### config.mk
export PLATFORM = sky130hd
export DESIGN_NAME = lc3_mar_unit
export DESIGN_NICKNAME = d
export VERILOG_FILES = /design/src/rtl/lc3_mar_unit.sv
export SDC_FILE = /design/constraint.sdc
export NUM_CORES = 1
export LEC_CHECK = 0
export CORE_UTILIZATION = 39
export DETAILED_ROUTE_END_ITERATION = 10
export HOLD_SLACK_MARGIN = 0.1
export PLACE_DENSITY = 0.77
export SLEW_MARGIN = 20
export SYNTH_ARGS = -nofsm -noshare
export SYNTH_HDL_FRONTEND = slang
export SYNTH_SLANG_ARGS = --single-unit
### constraint.sdc
create_clock -name i_clk -period 2.1 [get_ports i_clk]
set_input_delay 0.42 -clock i_clk [delete_from_list [all_inputs] [get_ports i_clk]]
set_output_delay 0.42 -clock i_clk [all_outputs]
set_load 0.01 [all_outputs]
### src/rtl/lc3_mar_unit.sv
// lc3_mar_unit
//   Memory-address path for an LC-3 style datapath. A four-way source mux
//   picks the next address, the MAR captures it, and a small FSM runs one
//   request/acknowledge memory access at a time, with a timeout on the ack.
//
//   state | meaning
//   ------+-------------------------------------------------------------
//   IDLE  | no access; MAR may load; i_start launches an access
//   REQ   | o_mem_req high, waiting for i_mem_ack, timeout counter runs
//   DONE  | one-cycle o_done pulse after ack, returns to IDLE
//   ERR   | one-cycle o_err pulse after timeout, MAR keeps faulting addr
//
// Ports
//   i_clk, i_rst_n   clock (rising edge), async active-low reset
//   i_sel            0 SEXT(imm), 1 offset addr, 2 ZEXT(imm), 3 reg addr
//   i_imm            IR immediate field
//   i_offset_addr    base+offset adder result
//   i_reg_addr       register operand used as an address
//   i_ld_mar         load MAR from the mux (IDLE only)
//   i_start, i_we    launch an access (IDLE only), access type
//   i_mem_ack        memory completion (REQ only)
//   o_addr_next      combinational mux output
//   o_mar            MAR contents
//   o_mem_req        request, held until ack or timeout
//   o_mem_we         registered access type
//   o_busy           high outside IDLE
//   o_done, o_err    one-cycle completion / timeout pulses
module lc3_mar_unit #(
    parameter int ADDR_W  = 16,
    parameter int IMM_W   = 8,
    parameter int TIMEOUT = 15
) (
    input  logic              i_clk,
    input  logic              i_rst_n,
    input  logic [1:0]        i_sel,
    input  logic [IMM_W-1:0]  i_imm,
    input  logic [ADDR_W-1:0] i_offset_addr,
    input  logic [ADDR_W-1:0] i_reg_addr,
    input  logic              i_ld_mar,
    input  logic              i_start,
    input  logic              i_we,
    input  logic              i_mem_ack,
    output logic [ADDR_W-1:0] o_addr_next,
    output logic [ADDR_W-1:0] o_mar,
    output logic              o_mem_req,
    output logic              o_mem_we,
    output logic              o_busy,
    output logic              o_done,
    output logic              o_err
);

    typedef enum logic [1:0] {
        IDLE = 2'd0,
        REQ  = 2'd1,
        DONE = 2'd2,
        ERR  = 2'd3
    } state_t;

    // Counter is sized for the largest legal TIMEOUT (255).
    localparam logic [7:0] TMO_LAST = 8'(TIMEOUT - 1);

    state_t     state;
    logic [7:0] tmo_cnt;

    always_comb begin
        o_addr_next = '0;
        case (i_sel)
            2'd0:    o_addr_next = {{(ADDR_W-IMM_W){i_imm[IMM_W-1]}}, i_imm};
            2'd1:    o_addr_next = i_offset_addr;
            2'd2:    o_addr_next = {{(ADDR_W-IMM_W){1'b0}}, i_imm};
            default: o_addr_next = i_reg_addr;
        endcase
    end

    assign o_busy = (state != IDLE);

    always_ff @(posedge i_clk or negedge i_rst_n) begin
        if (!i_rst_n) begin
            state     <= IDLE;
            tmo_cnt   <= '0;
            o_mar     <= '0;
            o_mem_req <= 1'b0;
            o_mem_we  <= 1'b0;
            o_done    <= 1'b0;
            o_err     <= 1'b0;
        end else begin
            // Pulses are raised only on the transition into DONE/ERR.
            o_done <= 1'b0;
            o_err  <= 1'b0;
            case (state)
                IDLE: begin
                    if (i_ld_mar) begin
                        o_mar <= o_addr_next;
                    end
                    if (i_start) begin
                        state     <= REQ;
                        o_mem_req <= 1'b1;
                        o_mem_we  <= i_we;
                        tmo_cnt   <= '0;
                    end
                end
                REQ: begin
                    // Ack takes priority over a timeout in the same cycle.
                    if (i_mem_ack) begin
                        state     <= DONE;
                        o_mem_req <= 1'b0;
                        o_done    <= 1'b1;
                    end else if (tmo_cnt == TMO_LAST) begin
                        state     <= ERR;
                        o_mem_req <= 1'b0;
                        o_err     <= 1'b1;
                    end else begin
                        tmo_cnt <= tmo_cnt + 8'd1;
                    end
                end
                DONE: state <= IDLE;
                ERR:  state <= IDLE;
                default: begin
                    state     <= IDLE;
                    o_mem_req <= 1'b0;
                end
            endcase
        end
    end

endmodule

**Word level (Yosys, flattened, before mapping)**

Index checks and enable logic that the tools add are counted.

- Add/sub/neg operators: 1
- Mux-type cells: 18
- Reductions and logical operators: 10
- Eq/ne operators: 10

Operator list:

| operator | number |
|---|---|
| $pmux 16 s3 | 1 |
| $mux 8 | 3 |
| $pmux 8 s2 | 1 |
| $add 8x1->8 const B | 1 |
| $eq 8x4->1 const B | 1 |
| $mux 1 | 8 |
| $eq 2x2->1 const B | 3 |
| $mux 2 | 3 |
| $ne 2x2->1 const B | 3 |
| $pmux 2 s3 | 1 |
| $reduce_and 2->1 | 3 |
| $eq 2x1->1 const B | 2 |
| $logic_not 2->1 | 2 |
| $reduce_and 4->1 | 1 |
| $reduce_bool 2->1 | 2 |
| $ne 3x3->1 const B | 1 |
| $reduce_and 3->1 | 1 |
| $pmux 1 s2 | 1 |
| $reduce_or 2->1 | 1 |

- Logic and storage cells: 46
- Input bits: 48
- Output and inout port bits: 37
- Register bits after elaboration: 30

**Depth between registers and ports, before layout**

- Word-level depth: 4
- Depth in mapped cells: 6
- Mapped depth without buffers: 6

**Worst setup path after synthesis**

Ideal clock, no wire load.

- Path kind: in2out
- From: input port i_sel[0]
- To: output port o_addr_next[10]
- Data arrival time: 1.221 ns
- Buffers on the path: 2
- Required time: 1.680 ns
- Stages: 4
- Setup slack: 0.459 ns
- Path through: buf_2 > buf_2 > mux2i_1 > o21ai_0

- Cells in the longest elaborated chain, start to end: 2
- Elaborated cells between the ends (all ways): 4
- Those cells by class: eq/ne: 2; mux: 1; reduce/logical: 1

RTL lines:

| element | RTL line | text |
|---|---|---|
| start: declaration | 35 | `input logic [1:0] i_sel,` |
| $eq 2x2->1, or another cell as far along | 67 | `case (i_sel)` |
| $pmux 16 s3 * | 67 |  |
| end: declaration | 43 | `output logic [ADDR_W-1:0] o_addr_next,` |

Every way passes the cells marked *; elsewhere a longest branch is shown, timed or not.

**Final worst setup path**

- From: input port i_imm[7]
- To: output port o_addr_next[15]

- Cells in the longest elaborated chain, start to end: 1

RTL lines:

| element | RTL line | text |
|---|---|---|
| start: declaration | 36 | `input logic [IMM_W-1:0] i_imm,` |
| $pmux 16 s3 | 67 |  |

No other way between the ends.

==> flow_metrics.py <==
metrics = {
    "worst_setup_path": {
        "critPathCaptureType": "output port",
        "cp_max_fo": 9,
        "crit_type": "in2out",
        "critPathRequiredTime_ps": 1680,
        "startpoint_type": "primary input",
        "worstPathArrival_ps": 1620,
    },
    "die": {
        "start_util_pct": 40.9,
        "fp-row-count": 23,
        "die_h_um": 66.8,
        "fp.dieW_um": 66.8,
        "core_area_mm2": 0.00400,
        "io_pins": 85,
        "die_area_mm2": 0.00446,
    },
    "final_layout": {
        "utilization_pct": 68.7,
        "final-instance-count-excl-fill": 315,
        "fin_nets": 314,
        "num_antenna_cells": 0,
        "area_growth_syn_to_layout_pct": 68.1,
        "fin_area_mm2": 0.00275,
        "drive_gt1_share_pct": 19.6,
    },
    "global_route": {
        "grt_max_degree": 31,
        "grt_pass1_wl_um": 6410,
        "grt_usage_pct": 19.4,
        "grt_overflow": 0,
        "antenna_found_initial": 0,
        "first_global_vias": 1473,
    },
    "timing": {
        "tns_ps": 0,
        "drv_slew": 0,
        "min_period_ps": 2040,
        "layout_setup_ws_ps": 62.2,
        "final-setup-viol-count": 0,
        "rsz0062_at_grt": "false",
        "clock.fmax_mhz": 491,
        "final_hold_viol_count": 0,
        "slew_headroom_pct": 65.5,
        "min_period_over_period_pct": 97.0,
        "timing.hold.ws_ps": 496,
        "tightest_slew_ps": 516,
        "clock_skew_ps": 4.40,
    },
    "route": {
        "vias_per_cell": 4.97,
        "routedWlPerCell_um": 13.3,
        "drt_iter0_markers": 38,
        "drtPass1Iterations": 6,
        "wl_um": 4200,
        "drc_errors": 0,
        "ant_nets": 0,
        "via_count": 1564,
    },
    "worst_hold_path": {
        "hp-class": "reg2reg",
    },
    "synth": {
        "yosysSeqAreaShare_pct": 45.9,
        "synth_area_leaders": "dfrtp_1 (46%), mux2_2 (12%), mux2i_1 (11%)",
        "synth_top_cell_area_share_pct": 45.9,
        "yosysTopAreaCell": "dfrtp_1",
        "ys_ff_latch": 30,
        "synth_cells": 162,
        "synth.distinct_cells": 29,
        "synth_fp_nets": 212,
        "ys_warn_count": 0,
        "netlist_area_mm2": 0.00164,
        "syn_area_per_cell_um2": 10.1,
    },
    "power_and_ir_drop": {
        "seqPwrFrac_pct": 36.9,
        "p_sw_share_pct": 29.7,
        "p_sw_mw": 0.727,
        "power.total_mw": 2.44,
        "irDropWorstVdd_mv": 0.592,
        "p_per_area_mw_per_mm2": 889,
        "power.share.clock_pct": 21.9,
        "internal_power_mw": 1.72,
        "p_leak_nw": 1.25,
        "combPwrFrac_pct": 41.2,
    },
    "placed_design": {
        "dp_cells": 307,
        "pre_cts_ws_ps": -407,
        "routabilityCongestion": 0.821,
        "post-dp-hpwl_um": 3300,
        "place_area_mm2": 0.00264,
        "port_buffers": 84,
    },
    "status": {
        "status": "finished, final reports clean",
    },
    "clock_network": {
        "cts_buffers": 5,
        "htreeDepth": 2,
        "cts_tree": "yes",
        "numClockSinks": 30,
        "cts_root_buf": "clkbuf_8",
        "worstSkewPairLatency_ps": 270,
        "cts.path.max_buffers": 2,
        "clk_pin_slew_worst_paths_ps": 60,
    },
    "run": {
        "max_cap_viol_count": 0,
    },
}
## cells in the final DEF (no fill, tap or decap), drive strengths merged, types with 2 or more instances in the layout
master / synthesis / routed
mux2: 17 / 17
buf: 8 / 21
o211ai: 2 / 2
nand2: 19 / 19
ha: 2 / 2
nor4: 2 / 2
xnor2: 2 / 2
nand3: 4 / 4
a21oi: 10 / 10
nor2: 14 / 14
clkdlybuf4s50: 0 / 66
and3: 2 / 2
dlygate4sd2: 0 / 18
clkbuf: 2 / 8
o21ai: 11 / 11
nand4: 2 / 2
mux2i: 18 / 18
dfrtp: 30 / 30
a31oi: 3 / 3
inv: 6 / 6
## critical path, stage by stage
cell and delay [ps]:
clkdlybuf4s50_1 450, buf_4 150, mux2i_1 70, o21ai_0 210, dlygate4sd2_1 310
## area by class of cell
| cell class | instances | area (um^2) |
|---|---|---|
| inverter | 6 | 22.5 |
| tap | 50 | 62.6 |
| multi-input combinational | 116 | 820 |
| sequential | 30 | 751 |
| fill | 333 | 1250 |
| clock buffer | 8 | 110 |
| timing repair buffer | 105 | 983 |
## per-layer routing
layer	share of wire [%]	track usage [%]
met5	0	0
met4	1.1	6.65
met3	8.7	4.62
met2	50	34.8
met1	41	22.2
## flip-flops by register name, summed over array words and instances (netlist names)
signal / cells
o_mem_req: 1
o_err: 1
o_mar: 16
o_mem_we: 1
tmo_cnt: 8
o_done: 1
state: 2
## power groups by stage
stage          registers, mW  clock network [mW]  logic (mW)
2_1_floorplan          0.966                   0       0.370
4_1_cts                0.905               0.547        1.02
5_1_grt                0.932               0.563        1.08
6_report               0.902               0.535        1.01
3_3_place_gp           0.903                   0        1.02
3_5_place_dp           0.915                   0        1.03
## cells in the mapped netlist
library cell,instances
dfrtp_1,30
nand2_1,19
mux2i_1,18
mux2_2,17
nor2_1,14
o21ai_0,11
a21oi_1,10
buf_2,6
inv_1,6
nand3_1,4
a31oi_1,3
and3_1,2
clkbuf_1,2
ha_1,2
nand4_1,2
o211ai_1,2
xnor2_1,2
a21o_4,1
and2_1,1
and4bb_2,1
buf_1,1
buf_6,1
nand3b_1,1
nor3_1,1
nor3b_1,1
nor4_1,1
nor4_2,1
or3_1,1
or3b_1,1
## final timing paths
check,start,end,slack (ps),depth (start not counted)
max reg2reg,tmo_cnt[0],tmo_cnt[3],360,6
max in group asynchronous,i_rst_n,tmo_cnt[7],1300,2
max,i_imm[7],o_addr_next[15],60,5
min in group asynchronous,i_rst_n,o_mem_we,530,2
min,state[1],state[1],500,1
min reg2reg,state[1],state[1],500,1
## kinds of logic after synthesis
| family | synth area share (%) |
|---|---|
| xor gates and xnor gates | 1.07 |
| muxes | 22.7 |
| DFF | 45.9 |
| and+or+nand+nor | 14.8 |
| AOI/OAI and AO/OA | 9.41 |
| buffers and inverters | 4.59 |
| adders and majority gates | 1.53 |
## timing repair
action,4_1_cts,5_1_grt
hold buffers,0,0
resized for setup,28,0
setup endpoints to repair,16,0
buffers inserted,0,0
Note: power is estimated with default switching activity, not from simulation.
